$ cat config.mk
export PLATFORM = sky130hd
export DESIGN_NAME = l2_cacheline_adaptor
export DESIGN_NICKNAME = d
export VERILOG_FILES = /design/src/rtl/l2_cacheline_adaptor.sv
export SDC_FILE = /design/constraint.sdc
export NUM_CORES = 1
export LEC_CHECK = 0
export ABC_AREA = 0
export CORE_AREA = 2 2 273 275
export DETAILED_ROUTE_END_ITERATION = 8
export DIE_AREA = 0 0 275 277
export GPL_TIMING_DRIVEN = 0
export PLACE_DENSITY = 0.6
export SLEW_MARGIN = 15
export SYNTH_ARGS = -nofsm -noshare
export SYNTH_HDL_FRONTEND = slang
export SYNTH_SLANG_ARGS = --single-unit
$ cat constraint.sdc
create_clock -name clk -period 5 [get_ports clk]
set_input_delay 1 -clock clk [delete_from_list [all_inputs] [get_ports clk]]
set_output_delay 1 -clock clk [all_outputs]
set_load 0.1 [all_outputs]
$ cat src/rtl/l2_cacheline_adaptor.sv
// l2_cacheline_adaptor
// Bridges a cache that moves whole lines to a memory port that moves one
// beat per acknowledge. A line fill is assembled beat by beat into
// line_rdata; a writeback is latched once and streamed out beat by beat.
//
// Build option:
//   L2_ADAPTOR_FAST_RESP_EN - drops the DONE state. line_resp is raised
//   combinationally in the cycle of the last beat acknowledge, and the last
//   read beat is forwarded straight onto the top slice of line_rdata.
module l2_cacheline_adaptor #(
   parameter int s_line  = 256,
   parameter int s_burst = 64
) (
   input  logic                clk,
   input  logic                rst,
   input  logic                line_read,
   input  logic                line_write,
   input  logic [31:0]         line_address,
   input  logic [s_line-1:0]   line_wdata,
   output logic [s_line-1:0]   line_rdata,
   output logic                line_resp,
   output logic                burst_read,
   output logic                burst_write,
   output logic [31:0]         burst_address,
   output logic [s_burst-1:0]  burst_wdata,
   input  logic [s_burst-1:0]  burst_rdata,
   input  logic                burst_resp
);

   localparam int beats = s_line / s_burst;
   localparam int cnt_w = (beats > 1) ? $clog2(beats) : 1;
   localparam int off_w = $clog2(s_line / 8);
   localparam logic [cnt_w-1:0] last_beat = cnt_w'(beats - 1);

`ifdef L2_ADAPTOR_FAST_RESP_EN
   typedef enum logic [1:0] {IDLE = 2'd0, READ = 2'd1, WRITE = 2'd2} state_t;
`else
   typedef enum logic [1:0] {IDLE = 2'd0, READ = 2'd1, WRITE = 2'd2, DONE = 2'd3} state_t;
`endif

   state_t                 state, state_next;
   logic [cnt_w-1:0]       cnt;
   logic [31:off_w]        addr_q;
   logic [s_line-1:0]      wdata_q;
   logic [s_line-1:0]      rdata_q;
   logic                   beat_take;
   logic                   last_take;
   logic                   leave_idle;
   logic                   unused_addr_bits;

   // Byte offset within the line never reaches memory; bursts are line aligned.
   assign unused_addr_bits = ^line_address[off_w-1:0];

   assign beat_take  = burst_resp && ((state == READ) || (state == WRITE));
   assign last_take  = beat_take && (cnt == last_beat);
   assign leave_idle = (state == IDLE) && (line_read || line_write);

   assign burst_address = {addr_q, {off_w{1'b0}}};
   assign burst_wdata   = wdata_q[s_burst*int'(cnt) +: s_burst];

   // Next-state selection; a write request takes priority over a read.
   always_comb begin
      state_next = state;
      case (state)
         IDLE: begin
            if (line_write)
               state_next = WRITE;
            else if (line_read)
               state_next = READ;
         end
         READ, WRITE: begin
`ifdef L2_ADAPTOR_FAST_RESP_EN
            if (last_take)
               state_next = IDLE;
`else
            if (last_take)
               state_next = DONE;
`endif
         end
         default: state_next = IDLE;
      endcase
   end

   // State register plus registered burst strobes that mirror the next state.
   always_ff @(posedge clk or negedge rst) begin
      if (!rst) begin
         state       <= IDLE;
         burst_read  <= 1'b0;
         burst_write <= 1'b0;
      end else begin
         state       <= state_next;
         burst_read  <= (state_next == READ);
         burst_write <= (state_next == WRITE);
      end
   end

   // Beat counter: cleared while idle, advanced on each accepted beat, wraps after the last.
   always_ff @(posedge clk or negedge rst) begin
      if (!rst)
         cnt <= '0;
      else if (state == IDLE)
         cnt <= '0;
      else if (beat_take)
         cnt <= cnt + 1'b1;
   end

   // Request capture on leaving IDLE so upstream changes mid-burst are ignored.
   always_ff @(posedge clk or negedge rst) begin
      if (!rst) begin
         addr_q  <= '0;
         wdata_q <= '0;
      end else if (leave_idle) begin
         addr_q <= line_address[31:off_w];
         if (line_write)
            wdata_q <= line_wdata;
      end
   end

   // Fill line assembly; only read beats touch it, so it holds across writes.
   always_ff @(posedge clk or negedge rst) begin
      if (!rst)
         rdata_q <= '0;
      else if ((state == READ) && burst_resp)
         rdata_q[s_burst*int'(cnt) +: s_burst] <= burst_rdata;
   end

`ifdef L2_ADAPTOR_FAST_RESP_EN
   assign line_resp = last_take;

   // Forward the final read beat so the full line is visible with line_resp.
   always_comb begin
      line_rdata = rdata_q;
      if ((state == READ) && last_take)
         line_rdata[s_line-1 -: s_burst] = burst_rdata;
   end
`else
   assign line_resp  = (state == DONE);
   assign line_rdata = rdata_q;
`endif

endmodule

Yosys cells after proc, flatten, opt, wreduce, memory -nomap -nowiden

Index checks and enable logic that the tools add are counted.

Flip-flop bits (word level): 545
Bits of input ports: 357
Output and inout bits: 355

$add $sub $neg: 2
Eq/ne operators: 6
Shift operators: 3
Muxes and demuxes: 7
Reductions and logical operators: 10

Operators with widths:

| kind                        | count |
|---|---|
| $bwmux W256                 | 1 |
| $shift A64 B33 Y256 const A | 1 |
| $shiftx A256 B9 Y64         | 1 |
| $shiftx A64 B33 Y256        | 1 |
| $neg A8 Y33                 | 1 |
| $mux W2                     | 5 |
| $eq A2 B2 Y1 const B        | 4 |
| $eq A2 B1 Y1 const B        | 2 |
| $logic_and A1 B1 Y1         | 4 |
| $pmux W2 S2                 | 1 |
| $add A2 B1 Y2 const B       | 1 |
| $logic_not A2 Y1            | 1 |
| $logic_or A1 B1 Y1          | 2 |
| $reduce_and A2 Y1           | 1 |
| $reduce_bool A2 Y1          | 1 |
| $reduce_or A2 Y1            | 1 |

Logic depth before layout (Yosys ltp)

Depth after elaboration: 7
Depth in mapped cells: 10

Worst setup path before layout

Ideal clock, no wire load.

Path type: register to output
From: register cnt[0]
To: output port burst_wdata[25]
Arrival: 1689 ps
Data required time: 4000 ps
Slack: 2311 ps
Stages on the path, launching flop included: 5
Path buffers: 3
Cells stage by stage: dfrtp_1 -> buf_2 -> buf_4 -> buf_4 -> mux4_2

Longest elaborated chain between the ends: 1

Ends and longest elaborated chain:

| item                   | RTL line | RTL |
|---|---|---|
| from (decl)            | 42       | `logic [cnt_w-1:0] cnt;` |
| from (signal assigned) | 104      | `cnt <= cnt + 1'b1;` |
| $shiftx A256 B9 Y64    | 59       | `assign burst_wdata = wdata_q[s_burst*int'(cnt) +: s_burst];` |
| to (decl)              | 25       | `output logic [s_burst-1:0] burst_wdata,` |

No other way between the ends.

Worst setup path in the final report

From: register cnt[1]
To: output port burst_wdata[44]

Same word-level chain as after synthesis.

==> flow_summary_export.csv <==
group,metric,value,unit
timing,tns,0,ns
power_and_ir_drop,ir_drop,0.658,mV
cells_and_area,final_cell_mix,"699 x clkdlybuf4s50_1, 545 x dfrtp_1, 283 x mux2_2, 256 x a22o_1, 64 x mux4_2",
timing,slew_headroom,22.5,%
placed_design,port_buffers,700,
route,drt-vias-per-instance,4.91,
critical_path,path_class,"flop to primary output",
die,ios,712,
timing,drv_slew,0,
die,rows,100,
die,dieArea,0.0762,mm²
critical_path,end_kind,"primary output",
cts,clock_latency,0.62,ns
cells_and_area,n_fill_cell,6646,
die,die_x,275,µm
synthesis,ys_ff_latch,545,
timing,max_freq,213,MHz
synthesis,synth.yosys.seq_area_share,63.8,%
critical_path,cp.arrival,3.70,ns
power_and_ir_drop,p_leak,13.5,nW
cts,cts_hold_buf,0,
cells_and_area,fin_util,43.3,%
route,drtIter0Drc,887,
die,core,0.0736,mm²
route,wirelength,76900,µm
min_path,worst_hold_path_type,"primary input to asynchronous set/reset pin",
global_route,antenna_found_initial,15,
cells_and_area,drive_gt1_share,25.1,%
critical_path,r2r-start,"cnt[1]",
route,ant_nets,0,
timing,fin_skew,0.0261,ns
critical_path,startpoint_type,"flop",
cells_and_area,nNetsFinal,2436,
route,drcViolationCount,0,
timing,hold_viol,0,
cells_and_area,syn2layout_area_growth,49.1,%
global_route,grt_pass1_vias,16400,
die,start_util,29.1,%
placed_design,hpwl,58100,µm
global_route,grt_overflow,0,
power_and_ir_drop,cellPowerDensity,707,mW/mm²
synthesis,synth_edf_count,0,
cts,clk_pin_slew_worst_paths,0.06,ns
critical_path,crit_fanout,10,
cells_and_area,finalNonFillerCells,3098,
global_route,grtUsageTotal,19.8,%
critical_path,rrSetupSlack,1.40,ns
synthesis,async_flop_share,100,%
cts,cts-buffers-inserted,61,
timing,min_period,4.70,ns
critical_path,rr_endpoint,"line_rdata[101]",
route,drtPass1Iterations,5,
placed_design,dp.cells,2977,
critical_path,rr_worst_depth,8,
timing,tightest_slew,1.16,ns
cts,cts_tree,"yes",
cts,cts_buffer_depth,3,
cts,postCtsSetupBuffers,0,
global_route,grt_pass1_wl,113000,µm
cts,h-tree-depth,2,
route,vias,15200,
route,wl_per_cell,24.8,µm
synthesis,ys_types,32,
flow_run,cap_violations,0,
placed_design,routabilityCongestion,0.878,
outcome,status,"finished, final reports clean",
die,die_h,277,µm
synthesis,ys.flop_type,"dfrtp_1",
critical_path,required,4.00,ns
synthesis,post_synth.cell_area_avg,16.5,µm²
cts,cts-root-buf,"clkbuf_16",
timing,setup_violations,0,
cts,cts.sinks,545,
synthesis,synthCells,1297,
timing,rsz0062_at_grt,"false",
synthesis,netlist_area,0.0214,mm²
cts,cts_resized,0,
cells_and_area,final_common_cell,"clkdlybuf4s50_1",
timing,fin_crit_sh,94.0,%
synthesis,ys_warn_count,0,
global_route,grt_max_degree,104,
## critical path: stages (launching register included)
cell and delay (ns):
dfrtp_1 0.49, buf_2 0.35, clkbuf_1 0.66, mux4_2 0.41
clkdlybuf4s50_1 1.16
## layout make-up
type                            count  area (µm²)  area share (%)
Multi-Input combinational cell    647        7200            22.6
Clock inverter                     27         305           0.957
Buffer                            103         546            1.71
Antenna cell                       11        27.5          0.0863
Timing Repair Buffer              707        7190            22.6
Inverter                            6        22.5          0.0706
Tap cell                          969        1210            3.80
Clock buffer                       83        1750            5.48
Sequential cell                   545       13600            42.8
## logic make-up (layout without fill, tap and decap cells)
| kind of cell | after synthesis | count (layout) | synth area share (%) |
|---|---|---|---|
| adder cells (fa/ha/maj) | 8 | 8 | 0.468 |
| AND/OR/NAND/NOR | 20 | 20 | 0.597 |
| AO/OA/AOI/OAI | 266 | 266 | 10.8 |
| other | 1 | 16 | 0.0175 |
| multiplexers | 347 | 347 | 21.6 |
| buffers and inverters | 109 | 926 | 2.66 |
| XOR/XNOR | 1 | 1 | 0.0410 |
| flip-flops | 545 | 545 | 63.8 |
## cells in the mapped netlist, types with 3 or more instances
| cell type | instances | area share [%] |
|---|---|---|
| buf_4 | 11 | 0.39 |
| nand2_1 | 6 | 0.11 |
| a22o_1 | 256 | 10 |
| mux4_2 | 64 | 6.7 |
| buf_2 | 52 | 1.2 |
| dfrtp_1 | 545 | 64 |
| inv_1 | 6 | 0.11 |
| a21oi_1 | 3 | 0.070 |
| mux2_2 | 283 | 15 |
| clkbuf_1 | 32 | 0.56 |
| nand3_1 | 5 | 0.12 |
| ha_1 | 8 | 0.47 |
| buf_6 | 7 | 0.37 |
## how the worst max path moves through the flow
stage           start              end  slack (ns)  cells past startpoint
6_report       cnt[1]  burst_wdata[44]        0.30                      4
5_1_grt        cnt[1]  burst_wdata[59]        0.14                      4
4_1_cts        cnt[1]  burst_wdata[59]        0.16                      4
3_3_place_gp      rst      wdata_q[26]      -21.11                      1
3_5_place_dp   cnt[1]  burst_wdata[59]        0.88                      4
2_1_floorplan  cnt[0]  burst_wdata[25]        2.31                      4
## report_power, final
| group | total [mW] | internal [mW] | switching [mW] |
|---|---|---|---|
| sequential | 6.64 | 5.86 | 0.785 |
| clock | 4.63 | 2.74 | 1.89 |
| combinational | 11.3 | 3.58 | 7.70 |
| total | 22.6 | 12.2 | 10.4 |
## layer usage
layer / wire length, µm / track usage (%) / vias to the layer above
li1: - / - / 6486
met1: 31900 / 25.9 / 8077
met2: 38400 / 32.7 / 486
met3: 4200 / 3.80 / 144
met4: 2240 / 6.93 / 12
met5: 72 / 0 / -
## flip-flops by register name (all words and copies together) (netlist names)
name	cells
burst_write	1
state	2
cnt	2
addr_q	27
wdata_q	256
burst_read	1
line_rdata	256
## through the flow
step	hold slack, ns	setup slack, ns	instance area (µm²)	power, mW
after floorplan	0.474	2.31	21400	14.9
after global placement	0.482	-21.11	29600	17.9
after detailed placement	0.488	0.881	29800	18.0
after CTS	0.207	0.165	31900	22.7
after global routing	0.226	0.138	31900	23.4
final	0.249	0.302	31900	22.6
No activity file was read; power rests on OpenSTA's default activity.
